### src/rtl/uart_pkg.sv
// Shared types and constants for the UART byte path.
// The queue uses tx_state_e; the baud constants belong to the Receiver/Sender.
package uart_pkg;

  typedef logic [7:0] byte_t;

  typedef enum logic [1:0] {
    IDLE,
    LAUNCH,
    WAIT
  } tx_state_e;

  localparam int BAUD_DIV     = 10416;
  localparam int SAMPLE_POINT = 5000;

  function automatic int count_width(input int depth);
    return $clog2(depth) + 1;
  endfunction

endpackage

### src/rtl/uart_tx_queue_if.sv
// Receiver-side byte input, Sender-side START/BUSY handshake and queue status.
// master = the surrounding logic, slave = the queue.
interface uart_tx_queue_if #(
  parameter int DEPTH  = 16,
  parameter int DATA_W = 8
);

  logic [DATA_W-1:0]      RX_DATA;
  logic                   RX_READY;
  logic [DATA_W-1:0]      TX_DATA;
  logic                   TX_START;
  logic                   TX_BUSY;
  logic [$clog2(DEPTH):0] COUNT;
  logic                   FULL;
  logic                   EMPTY;
  logic                   OVERFLOW;

  modport master (
    output RX_DATA, RX_READY, TX_BUSY,
    input  TX_DATA, TX_START, COUNT, FULL, EMPTY, OVERFLOW
  );

  modport slave (
    input  RX_DATA, RX_READY, TX_BUSY,
    output TX_DATA, TX_START, COUNT, FULL, EMPTY, OVERFLOW
  );

endinterface

### src/rtl/uart_rx_fifo.sv
// Generic synchronous FIFO; head is read combinationally, push while full is
// accepted only when a pop frees the slot in the same cycle.
module uart_rx_fifo #(
  parameter int DEPTH  = 16,
  parameter int DATA_W = 8
) (
  input  logic                   clk,
  input  logic                   rst,
  input  logic                   push,
  input  logic [DATA_W-1:0]      wr_data,
  input  logic                   pop,
  output logic [DATA_W-1:0]      rd_data,
  output logic                   full,
  output logic                   empty,
  output logic [$clog2(DEPTH):0] count
);

  localparam int AW = $clog2(DEPTH);
  localparam logic [AW:0] FULL_CNT = (AW + 1)'(DEPTH);

  logic [DATA_W-1:0] mem [DEPTH];
  logic [AW-1:0]     wr_ptr;
  logic [AW-1:0]     rd_ptr;
  logic [AW:0]       cnt;
  logic              push_ok;
  logic              pop_ok;

  assign push_ok = push & (~full | pop);
  assign pop_ok  = pop & ~empty;

  always_ff @(posedge clk) begin
    if (push_ok) mem[wr_ptr] <= wr_data;
  end

  always_ff @(posedge clk) begin
    if (rst) begin
      wr_ptr <= '0;
      rd_ptr <= '0;
      cnt    <= '0;
    end else begin
      if (push_ok) wr_ptr <= wr_ptr + 1'b1;
      if (pop_ok)  rd_ptr <= rd_ptr + 1'b1;
      case ({push_ok, pop_ok})
        2'b10:   cnt <= cnt + 1'b1;
        2'b01:   cnt <= cnt - 1'b1;
        default: cnt <= cnt;
      endcase
    end
  end

  assign rd_data = mem[rd_ptr];
  assign full    = (cnt == FULL_CNT);
  assign empty   = (cnt == '0);
  assign count   = cnt;

endmodule

### src/rtl/uart_tx_queue.sv
// Buffers bytes from the Receiver (one per READY rising edge) and feeds them to
// the Sender one frame at a time over START/BUSY; OVERFLOW is sticky until RST.
module uart_tx_queue
  import uart_pkg::*;
#(
  parameter int DEPTH  = 16,
  parameter int DATA_W = 8
) (
  input logic            CLK,
  input logic            RST,
  uart_tx_queue_if.slave q
);

  localparam int CW = count_width(DEPTH);

  logic              rdy_q;
  logic              push;
  logic              pop;
  logic              overflow_q;
  logic              full;
  logic              empty;
  logic [CW-1:0]     count;
  logic [DATA_W-1:0] head;
  tx_state_e         state;
  tx_state_e         state_nxt;

  assign push = q.RX_READY & ~rdy_q;

  always_ff @(posedge CLK) begin
    if (RST) begin
      rdy_q      <= 1'b0;
      overflow_q <= 1'b0;
      state      <= IDLE;
    end else begin
      rdy_q <= q.RX_READY;
      if (push & full & ~pop) overflow_q <= 1'b1;
      state <= state_nxt;
    end
  end

  // START is held for the whole LAUNCH state so the Sender's BUSY latency sets its width.
  always_comb begin
    state_nxt = state;
    pop       = 1'b0;
    case (state)
      IDLE:   if (~empty & ~q.TX_BUSY) state_nxt = LAUNCH;
      LAUNCH: if (q.TX_BUSY) begin
                pop       = 1'b1;
                state_nxt = WAIT;
              end
      WAIT:   if (~q.TX_BUSY) state_nxt = IDLE;
      default: state_nxt = IDLE;
    endcase
  end

  uart_rx_fifo #(
    .DEPTH  (DEPTH),
    .DATA_W (DATA_W)
  ) u_fifo (
    .clk     (CLK),
    .rst     (RST),
    .push    (push),
    .wr_data (q.RX_DATA),
    .pop     (pop),
    .rd_data (head),
    .full    (full),
    .empty   (empty),
    .count   (count)
  );

  assign q.TX_DATA  = head;
  assign q.TX_START = (state == LAUNCH);
  assign q.COUNT    = count;
  assign q.FULL     = full;
  assign q.EMPTY    = empty;
  assign q.OVERFLOW = overflow_q;

endmodule
### src/flat_wrapper.sv
// flat-port wrapper written by rule: the top's interface ports become plain ports
module uart_tx_queue_flat import uart_pkg::*;
#(
  parameter int DEPTH  = 16,
  parameter int DATA_W = 8
)
  (CLK, RST, q_RX_DATA, q_RX_READY, q_TX_BUSY, q_TX_DATA, q_TX_START, q_COUNT, q_FULL, q_EMPTY, q_OVERFLOW);
  uart_tx_queue_if #(.DEPTH(DEPTH), .DATA_W(DATA_W)) q_i ();
  input logic CLK;
  input logic RST;
  input wire logic [$bits(q_i.RX_DATA)-1:0] q_RX_DATA;
  input wire logic [$bits(q_i.RX_READY)-1:0] q_RX_READY;
  input wire logic [$bits(q_i.TX_BUSY)-1:0] q_TX_BUSY;
  output wire logic [$bits(q_i.TX_DATA)-1:0] q_TX_DATA;
  output wire logic [$bits(q_i.TX_START)-1:0] q_TX_START;
  output wire logic [$bits(q_i.COUNT)-1:0] q_COUNT;
  output wire logic [$bits(q_i.FULL)-1:0] q_FULL;
  output wire logic [$bits(q_i.EMPTY)-1:0] q_EMPTY;
  output wire logic [$bits(q_i.OVERFLOW)-1:0] q_OVERFLOW;
  assign q_i.RX_DATA = q_RX_DATA;
  assign q_i.RX_READY = q_RX_READY;
  assign q_i.TX_BUSY = q_TX_BUSY;
  assign q_TX_DATA = q_i.TX_DATA;
  assign q_TX_START = q_i.TX_START;
  assign q_COUNT = q_i.COUNT;
  assign q_FULL = q_i.FULL;
  assign q_EMPTY = q_i.EMPTY;
  assign q_OVERFLOW = q_i.OVERFLOW;
  uart_tx_queue #(.DEPTH(DEPTH), .DATA_W(DATA_W)) u_core (.CLK(CLK), .RST(RST), .q(q_i));
endmodule
### config.mk
export PLATFORM = sky130hd
export DESIGN_NAME = uart_tx_queue_flat
export DESIGN_NICKNAME = d
export VERILOG_FILES = /design/src/rtl/uart_pkg.sv /design/src/rtl/uart_tx_queue_if.sv /design/src/rtl/uart_rx_fifo.sv /design/src/rtl/uart_tx_queue.sv /design/src/flat_wrapper.sv
export SDC_FILE = /design/constraint.sdc
export NUM_CORES = 1
export LEC_CHECK = 0
export BUFFER_PORTS_ARGS = -buffer_cell sky130_fd_sc_hd__buf_2
export CORE_MARGIN = 5
export CORE_UTILIZATION = 40
export DETAILED_ROUTE_END_ITERATION = 10
export HOLD_SLACK_MARGIN = 0.12
export SLEW_MARGIN = 25
export SYNTH_ARGS = -nofsm -noshare
export SYNTH_HDL_FRONTEND = slang
export SYNTH_HIERARCHICAL = 1
export SYNTH_SLANG_ARGS = --single-unit
### constraint.sdc
create_clock -name CLK -period 3.6 [get_ports CLK]
set_input_delay 0.36 -clock CLK [delete_from_list [all_inputs] [get_ports CLK]]
set_output_delay 0.36 -clock CLK [all_outputs]
set_load 0.02 [all_outputs]
==> run metrics <==
Power per Cell Area=624 mW/mm^2; final cell count without fillers=566; DR DRC count=0; RSZ-0062 raised after global routing=false; Setup WS pre-CTS=0.263 ns; commonest non-fill, non-tap cell in the layout=edfxtp_1; final setup margin=0.305 ns; status=finished, final reports clean; Worst-path clk slew=0.06 ns; Layout area overhead=15.3%; Die Area=0.0175 mm^2; overall global routing resource usage=13.8%; Die W=132 um; reg-to-reg slack, setup=0.31 ns; slew margin rel.=49.8%; Final Cycle Share=91.5%; setup violators final=0; first-pass GRT wire length=17900 um; layout cell share with drive strength beyond 1=26.2%; largest area contributor in the netlist=edfxtp_1; sequential area share after synthesis=71.3%; Top-Level Pins=29; TritonCTS clock tree=built; CP Data Arrival Time=3.65 ns; Cell Area, Synth=0.00598 mm^2; max-cap violations=0; Reg2Reg Depth=10; diode count=0; Max Clock Freq=303 MHz; Num CTS Buffers=17; final hold vios=0; Buffers on Ports=28; post-synthesis adder-cell area fraction=1.88%; via/cell ratio=5.40; clk root buf=clkbuf_16; Synth Area in Compound Gates=4.35%; drt pass-1 iters=4; Post-Synth Simple-Gate Area=6.98%; Worst setup endpoint=u_core/u_fifo/count[4]; Largest delay share family, worst path=simple AND/OR/NAND/NOR gates; Chip Height=132 um; Core Rows=44; clock latency at the later pin of the worst-skew pair=0.41 ns; CP Depth=10; R2R Path End=u_core/u_fifo/count[4]; pin count of the biggest net entering global routing=33; syn avg cell area=17.9 um^2; Design Area, Final=0.00690 mm^2; slowest CP cell=or4_1; Hold WC Path Type=input pin to register; clk_skew=0.00841 ns; Post-Syn Nets=355; leak pwr=2.32 nW; vias in the first global route=3045; clk buf depth=2; dominant synthesized flop cell=edfxtp_1; TNS Setup=0 ns; Routed WL=11500 um; TritonCTS Sinks=149; Slew Limit Fails=0; Reg-to-Reg Start=u_core/u_fifo/count[1]; Crit path required time=3.95 ns; crit-path max FO=10; Critical Path Start=u_core/u_fifo/count[1]; HP Start=q_RX_READY; crit path time final=3.29 ns; total core area=0.0146 mm^2; Crit path top cell by count=ha_1; mux cell area share after synthesis=12.5%; Yosys top cell area share=64.2%; routed via count=3055; element type at the critical path start=register; DP Area=0.00632 mm^2; DRT iter0 DRCs=192; fraction of registers with async set or reset after synthesis=0%; commonest cells after routing, fill and taps aside=edfxtp_1, mux4_2, buf_2; Placer Congestion=0.729; multi-input logic area=0.00162 mm^2; library cells used by synthesis=43; Post-DP HPWL=7210 um; postcts setup bufs=0; average wire per standard cell=20.3 um; VDD IR max=361 uV; Synth Area in XOR/XNOR=1.32%; placed insts=533; Final Hold Slack=0.191 ns; Post-Synthesis Cells=334; number of synthesized flops with an enable pin=128; crit path kind=register to register; Least-Margin Pin Slew=0.751 ns; Yosys reg bits=149; top cells by area, synth=edfxtp_1, mux4_2, dfxtp_1, a22oi_1, ha_1; Cell Chain, Critical Path=or4_1 > o21ai_2 > inv_1 > ha_1 > xor2_1 > ha_1 > a21oi_1 > a221oi_1 > or4b_2 > nand3_1; # fillers=1215; CTS H-tree depth=4; antenna violations before repair=0; antenna viol nets, final=0; Crit. End Element=register; CP bufs+invs=1; slowest cell delay on critical path=0.70 ns; main combinational cell family by area after synthesis=multiplexers; Initial Utilization=41.0%; Synth Warn #=6; Reg area=0.00427 mm^2; nets@finish=390; grt total ovfl=0
==> what timing repair did <==
| action | 4_1_cts | 5_1_grt |
|---|---|---|
| resized for setup | 0 | 1 |
| hold endpoints to repair | 1 | 0 |
| endpoints found under the setup margin | 0 | 1 |
| hold buffers | 1 | 0 |
==> how the worst min path moves through the flow <==
| stage | end | slack (ns) | cells past startpoint |
|---|---|---|---|
| floorplan | u_core/state[0] | 0.43 | 1 |
| global placement | u_core/q.OVERFLOW | 0.48 | 2 |
| detailed placement | u_core/q.OVERFLOW | 0.48 | 2 |
| CTS | u_core/rdy_q | 0.17 | 2 |
| global route | u_core/rdy_q | 0.18 | 2 |
| finish | u_core/rdy_q | 0.19 | 2 |
==> through the flow <==
stage / power (mW) / util [%]
after floorplan: 2.48 / -
after global placement: 2.66 / 43.4
after detailed placement: 2.68 / 43.4
after global routing: 4.51 / 47.3
final: 4.31 / 47.3
after CTS: 4.36 / 47.3
==> per-layer routing <==
metal  vias to the layer above  track usage (%)  part of all wire (%)
met5                         -                0                     0
met1                      1570             18.4                    45
met2                        74             21.4                    49
met3                         7             4.92                   4.7
met4                         0             3.90                  0.91
li1                       1404                -                     -
==> state kept, by name (all words and copies together), names as in the netlist, named ones only <==
name                  count
u_core/u_fifo/rd_ptr      4
u_core/q.OVERFLOW         1
u_core/u_fifo/mem       128
u_core/u_fifo/count       5
u_core/u_fifo/wr_ptr      4
u_core/rdy_q              1
u_core/state              2
==> synthesized netlist by cell type (3+ instances only) <==
library cell / number
nand3_1: 3
buf_2: 5
buf_1: 3
and3_1: 5
clkbuf_1: 8
nand2_1: 12
xnor2_1: 4
and2_1: 13
nor2_1: 16
nor2b_1: 4
xor2_1: 5
mux4_2: 32
a22oi_1: 16
edfxtp_1: 128
dfxtp_1: 21
nor3_1: 5
mux2i_1: 3
inv_1: 8
o21ai_0: 3
ha_1: 9
a21oi_1: 3
==> power by group <==
group,switching [mW],total (mW),internal (mW),leakage (nW)
clock network,0.657,1.67,1.02,0.277
registers,0.0702,2.02,1.95,1.32
logic,0.369,0.617,0.248,0.715
total,1.10,4.31,3.21,2.32
==> layout make-up <==
| class | instances | area share, % |
|---|---|---|
| well taps | 184 | 3.34 |
| inverters | 9 | 0.489 |
| clock buffers | 19 | 6.27 |
| flip-flops and latches | 149 | 61.8 |
| multi-input cells | 160 | 23.5 |
| repair buffers | 32 | 2.68 |
| clock inverters | 13 | 1.89 |
==> cell families (layout without fill, tap and decap cells) <==
group / after synthesis / after routing
AO/OA/AOI/OAI: 33 / 33
XOR/XNOR: 9 / 9
adder cells (fa/ha/maj): 9 / 9
buffers and inverters: 25 / 73
flip-flops: 149 / 149
multiplexers: 35 / 35
AND/OR/NAND/NOR: 74 / 74
Note: power is estimated with default switching activity, not from simulation.
